==> config.mk <==
export PLATFORM = sky130hd
export DESIGN_NAME = tlb_walk_arbiter
export DESIGN_NICKNAME = d
export VERILOG_FILES = /design/src/rtl/tlb_walk_arbiter.sv
export SDC_FILE = /design/constraint.sdc
export NUM_CORES = 1
export LEC_CHECK = 0
export ABC_AREA = 1
export ABC_CLOCK_PERIOD_IN_PS = 1940
export CAP_MARGIN = 40
export CORE_AREA = 3 3 186 188
export DETAILED_ROUTE_END_ITERATION = 16
export DIE_AREA = 0 0 189 191
export GPL_ROUTABILITY_DRIVEN = 0
export MAX_ROUTING_LAYER = met4
export RECOVER_POWER = 50
export SLEW_MARGIN = 20
export SYNTH_ARGS = -nofsm -noshare
export SYNTH_HDL_FRONTEND = slang
export SYNTH_SLANG_ARGS = --single-unit
==> constraint.sdc <==
create_clock -name clk -period 1.94 [get_ports clk]
set_input_delay 0.194 -clock clk [delete_from_list [all_inputs] [get_ports clk]]
set_output_delay 0.194 -clock clk [all_outputs]
set_load 0.02 [all_outputs]
==> src/rtl/tlb_walk_arbiter.sv <==
// Shares one page walker between I-side and D-side TLB misses; grant/walk_req 1 cycle after a miss, fill 1 cycle after the response.
// Backpressure: walk_req held until walk_ready; misses wait in IDLE; one walk outstanding at a time.
package tlb_walk_pkg;
    typedef struct packed {
        logic [63:0] paddr;
        logic [1:0]  pgsize;
        logic        dirty;
        logic        readable;
        logic        writable;
        logic        executable;
        logic        user;
    } page_walk_rsp_t;
endpackage

module tlb_walk_arbiter
    import tlb_walk_pkg::*;
#(
    parameter int LG_WALK_CNT = 5
) (
    input  logic                        clk,
    input  logic                        reset,
    input  logic                        clear,
    input  logic                        i_miss_req,
    input  logic [63:0]                 i_miss_va,
    input  logic                        d_miss_req,
    input  logic [63:0]                 d_miss_va,
    output logic                        i_grant,
    output logic                        d_grant,
    output logic                        walk_req,
    output logic [63:0]                 walk_va,
    input  logic                        walk_ready,
    input  logic                        walk_rsp_valid,
    input  logic                        walk_fault,
    input  page_walk_rsp_t              page_walk_rsp,
    output logic                        itlb_replace,
    output logic                        dtlb_replace,
    output logic [63:0]                 replace_va,
    output page_walk_rsp_t              replace_rsp,
    output logic                        i_fault,
    output logic                        d_fault,
    output logic                        busy,
    output logic [(1<<LG_WALK_CNT)-1:0] i_walks,
    output logic [(1<<LG_WALK_CNT)-1:0] d_walks
);
    localparam int CW = 1 << LG_WALK_CNT;

    typedef enum logic [1:0] {IDLE, REQ, WAIT, FILL} state_t;

    state_t         state, state_nxt;
    logic           last_d;
    logic           squash;
    logic           grant_q;
    logic           side_d;
    logic           fault_q;
    logic [63:0]    va_q;
    page_walk_rsp_t rsp_q;
    logic [CW-1:0]  i_cnt, d_cnt;

    logic pick_d, start, accept, rsp_take, fill_live;

    // D wins only when alone or when I was granted last.
    assign pick_d    = d_miss_req && (!i_miss_req || !last_d);
    assign start     = (state == IDLE) && (i_miss_req || d_miss_req);
    assign accept    = (state == REQ) && walk_ready;
    assign rsp_take  = (state == WAIT) && walk_rsp_valid;
    assign fill_live = (state == FILL) && !clear;

    always_ff @(posedge clk) begin
        if (!reset) begin
            state   <= IDLE;
            squash  <= 1'b0;
            last_d  <= 1'b1;
            grant_q <= 1'b0;
            side_d  <= 1'b0;
            fault_q <= 1'b0;
            va_q    <= '0;
            rsp_q   <= '0;
            i_cnt   <= '0;
            d_cnt   <= '0;
        end else begin
            state   <= state_nxt;
            grant_q <= start;
            if (start) begin
                side_d <= pick_d;
                last_d <= pick_d;
                va_q   <= pick_d ? d_miss_va : i_miss_va;
            end
            // A flush after the walker took the request must still swallow its response.
            if (rsp_take)
                squash <= 1'b0;
            else if (clear && (accept || state == WAIT))
                squash <= 1'b1;
            if (rsp_take) begin
                rsp_q   <= page_walk_rsp;
                fault_q <= walk_fault;
            end
            if (fill_live) begin
                if (side_d) d_cnt <= d_cnt + 1'b1;
                else        i_cnt <= i_cnt + 1'b1;
            end
        end
    end

    always_comb begin
        state_nxt = state;
        case (state)
            IDLE: if (start) state_nxt = REQ;
            REQ: begin
                if (walk_ready)  state_nxt = WAIT;
                else if (clear)  state_nxt = IDLE;
            end
            WAIT: if (walk_rsp_valid) state_nxt = (squash || clear) ? IDLE : FILL;
            FILL: state_nxt = IDLE;
            default: state_nxt = IDLE;
        endcase
    end

    always_comb begin
        i_grant      = grant_q && !side_d;
        d_grant      = grant_q && side_d;
        walk_req     = (state == REQ);
        busy         = (state != IDLE);
        itlb_replace = fill_live && !fault_q && !side_d;
        dtlb_replace = fill_live && !fault_q && side_d;
        i_fault      = fill_live && fault_q && !side_d;
        d_fault      = fill_live && fault_q && side_d;
    end

    assign walk_va     = va_q;
    assign replace_va  = va_q;
    assign replace_rsp = rsp_q;
    assign i_walks     = i_cnt;
    assign d_walks     = d_cnt;
endmodule

After elaboration in Yosys (flattened, before gate mapping)
Cells that the tools add are included.
{ "word_totals": {"elab_cells": 62, "regBits": 206, "out_inout_bits": 271, "in_bits": 207} }
{ "op_classes": {"n_mux": 7, "eq_ne": 6, "addsub": 2, "n_reduce_logical": 29, "bitwise": 2} }
{ "op_table": {"columns": ["operator", "n"], "rows": [
  ["$add A32 B1 Y32 const B", 2],
  ["$mux W64", 1],
  ["$logic_and A1 B1 Y1", 14],
  ["$mux W2", 5],
  ["$pmux W2 S4", 1],
  ["$logic_not A1 Y1", 5],
  ["$eq A2 B2 Y1 const B", 2],
  ["$logic_or A1 B1 Y1", 4],
  ["$ne A2 B2 Y1 const B", 2],
  ["$reduce_and A2 Y1", 2],
  ["$ne A3 B2 Y1 const B", 1],
  ["$reduce_and A3 Y1", 1],
  ["$eq A2 B1 Y1 const B", 1],
  ["$logic_not A2 Y1", 1],
  ["$not A1 Y1", 2],
  ["$reduce_bool A2 Y1", 1],
  ["$reduce_or A2 Y1", 1]
]} }

Logic depth before layout (Yosys ltp)
{ "depth": {"word_depth": 4, "depth_mapped": 9, "mapped_depth_nobuf": 9} }

Least setup slack after synthesis
No wires, ideal clock.
{ "synth_timing": {"path_type": "reg-to-reg", "from": "register i_cnt[1] (netlist: i_walks[1])", "to": "register i_cnt[30] (netlist: i_walks[30])", "setup_time_ns": 0.116, "period_less_slack_ns": 1.713, "path_buffers": 0, "slack_ns": 0.227, "stages_incl_launch_ff": 9, "required_time_ns": 1.824, "t_arrival_ns": 1.597, "cell_sequence": "dfxtp_1 -> ha_1 -> nand2_1 -> nor2_1 -> nand3_1 -> nor2_1 -> nand3_1 -> o21ai_0 -> nor2_1"} }
{ "synth_via": {"elab_chain_cells": 1} }
{ "synth_rtl": {"columns": ["element", "line", "rtl"], "rows": [
  ["from (decl)", "57", "logic [CW-1:0] i_cnt, d_cnt;"],
  ["from (signal assigned)", "99", "else i_cnt <= i_cnt + 1'b1;"],
  ["$add A32 B1 Y32", "99", null]
]} }
Every way passes these cells.
A chain may end at the register's enable or synchronous reset.

Worst setup path after layout
{ "layout_timing": {"from": "register state[0]", "to": "output d_fault"} }
{ "layout_via": {"elab_chain_cells": 4} }
{ "layout_rtl": {"columns": ["element", "line", "rtl"], "rows": [
  ["from (decl)", "49", "state_t state, state_nxt;"],
  ["from (signal assigned)", "81", "state <= state_nxt;"],
  ["$eq A2 B2 Y1", "66", "assign fill_live = (state == FILL) && !clear;"],
  ["$logic_and A1 B1 Y1", "66", null],
  ["$logic_and A1 B1 Y1 (2 in series)", "126", "d_fault = fill_live && fault_q && side_d;"],
  ["to (decl)", "40", "output logic d_fault,"]
]} }
Every way passes these cells.

==> results <==
cell families (layout without fill, tap and decap cells):
| family | after synthesis | in the layout | synth area share (%) |
|---|---|---|---|
| simple gates | 642 | 642 | 28.3 |
| compound gates | 261 | 261 | 14.8 |
| buf+inv | 223 | 642 | 12.4 |
| flops | 206 | 206 | 43.4 |
| xor+xnor | 9 | 9 | 0.829 |
| fa+ha+maj | 2 | 2 | 0.263 |
| other cells | 0 | 3 | 0 |
synth_stat cells:
master and count:
o21ai_0 85, nand4_1 21, buf_2 18, buf_4 67
nand4_4 1, a21oi_1 104, nand2_1 412, nor3_4 1
xnor2_1 3, nor2_2 2, a31oi_1 64, dfxtp_1 206
nor3_2 1, nand2_2 1, nor3_1 17, clkbuf_1 35
xor2_1 6, nand3_2 2, buf_1 2, nor2_1 122
inv_2 2, o21bai_1 2, a211oi_1 1, o21a_1 4
ha_1 2, a21oi_2 1, and3_1 2, nor3b_2 1
nand3_1 48, inv_1 90, nor2_4 10, buf_6 9
nor3b_1 1
routing by layer:
layer	vias up	wire length, um	GRT usage (%)
met4	0	618	4.10
li1	5119	-	-
met1	4551	14300	22.2
met5	-	0	-
met2	342	17700	33.0
met3	44	3140	5.76
worst max-delay path, cell delays in order (launching register included):
cell,delay [ns]
dfxtp_1,0.41
buf_4,0.16
nand4_4,0.15
nor2_1,0.11
dlygate4sd2_1,0.33
cells in the final DEF, fill, tap and decap left out, types with 4 or more instances in the layout:
cell / count
clkbuf_1: 6
nand2_1: 411
o21ai_0: 85
xor2_1: 6
clkbuf_16: 25
dfxtp_1: 205
buf_4: 17
clkdlybuf4s50_1: 390
nand4_1: 21
nor2_4: 8
nor3_1: 18
nor2_1: 122
a21oi_1: 105
nor2_2: 4
buf_12: 11
a31oi_1: 64
inv_1: 90
clkbuf_8: 10
clkinv_2: 5
o21a_1: 4
nand3_1: 50
dlygate4sd3_1: 78
sequential cells by signal (all words and copies together) (netlist names):
name,flops
d_walks,32
fault_q,1
grant_q,1
i_walks,32
last_d,1
replace_rsp,71
replace_va,64
side_d,1
squash,1
state,2
layout make-up:
class	count	area [um^2]	share of cell area (%)
well taps	448	561	3.71
clock buffers	39	778	5.15
clock inverters	4	20.0	0.132
inverters	92	347	2.29
repair buffers	507	5110	33.8
flip-flops and latches	206	4130	27.3
diodes	3	7.51	0.0496
multi-input cells	914	4180	27.6
power by group:
part | leakage [uW] | switching [uW] | internal, uW
Sequential | 0.00168 | 272 | 4510
Clock | 0.000400 | 1800 | 2720
Combinational | 0.00369 | 1460 | 1410
Total | 0.00577 | 3530 | 8640
worst min-delay path by stage:
| stage | startpoint | endpoint | cells after the start |
|---|---|---|---|
| after global placement | replace_rsp[58] | replace_rsp[58] | 2 |
| final | reset | replace_rsp[46] | 3 |
| after global routing | reset | replace_rsp[66] | 3 |
| after detailed placement | replace_rsp[30] | replace_rsp[30] | 2 |
| after floorplan | page_walk_rsp[61] | replace_rsp[61] | 2 |
| after CTS | reset | replace_rsp[49] | 3 |
stage by stage:
step | area [um^2] | cells | utilization, % | hold slack (ns) | setup TNS (ns)
global placement | 14400 | 2167 | 43.3 | 0.451 | 0
finish | 15100 | 2213 | 45.4 | 0.205 | 0
global route | 15100 | 2213 | 45.4 | 0.210 | 0
detailed placement | 14400 | 2167 | 43.3 | 0.454 | -0.0180
CTS | 15200 | 2210 | 45.6 | 0.182 | 0
floorplan | 9510 | 1343 | - | 0.337 | 0
==> out/results.ini <==
[status]
outcome=finished, final reports clean

[yosys]
netlist_instances=1343
synth_area_leaders=dfxtp_1 (43%), nand2_1 (16%), a21oi_1 (5.5%), buf_4 (5.3%), nor2_1 (4.8%)
ys_types=33
ys_ff_latch=206
synth_top_area_share_pct=43.4
synth_area_um2=9510
synth_top_area_cell=dfxtp_1
synth-seq-area-share_pct=43.4
synth_fp_nets=1552
synth.avg_cell_area_um2=7.08
synth-warning-count=0

[sta]
slew_headroom_pct=70.1
timing.final.crit_share_pct=95.9
period_needed_ns=1.86
fin_ws_ns=0.0792
report.final.slew_viol_count=0
skew_ns=0.00609
tightest_slew_ns=0.448
hold_viol=0
rsz0062_at_grt=false
fmaxAchievable_mhz=537
finalSetupViolations=0

[layout]
drive_gt1_share_pct=5.22
final_nets=1955
area_growth_pct=59.1
fillers=3409

[cts]
hold_buffers=0
cts_setup_buffers=0
clock-sinks=206
cts_root_buf=clkbuf_16
cts_repair_resize_count=10
cts.clk_slew.worst_paths_ns=0.06
cts_tree=done
clockBufferDepth=3
insertion_delay_ns=0.51
cts_buffers=25
htreeDepth=1

[global_route]
antenna_found_initial=3
grt_pass1_wl_mm=54.0
globalRoute.totalOverflow=0
grt_max_degree=101
grt_pass1_vias=9643
grt_usage_pct=19.2

[routing]
firstDrtPassIters=5
drc=0
routed_wl_mm=35.7
wl_per_cell_um=16.2
antenna_left=0
viasPerCell=4.54
num_vias=10100
drtIter0Drc=524

[floorplan]
std_cell_rows=67
io_pins=478
die_w_um=189
die-height_um=191
start_util_pct=28.6
coreArea_um2=33300
dieArea_um2=36100

[pwr]
totalPowerFinal_uw=12200
ir_worst_vdd_uv=496
p_leak_uw=0.00577
p_per_area_nw_per_um2=805

[placement]
pre_cts_ws_ns=-0.0155
io_buffers=477
dp_hpwl_mm=27.5

[setup_path]
rr_endpoint=replace_va[17]
worstSetupPathType=reg2out
cp-start-kind=flip-flop
rr_startpoint=state[1]
endpoint=d_fault
path_max_fanout=5
cp-startpoint=state[0]
rrSetupSlack_ns=0.16
worstPathArrival_ns=1.67
cp.required_ns=1.75
ff2ff_path_depth=7
endpoint_kind=primary output

[min_path]
hold_class=in2reg

[job]
drv_cap=0

Power figures use the tool's default switching activity.
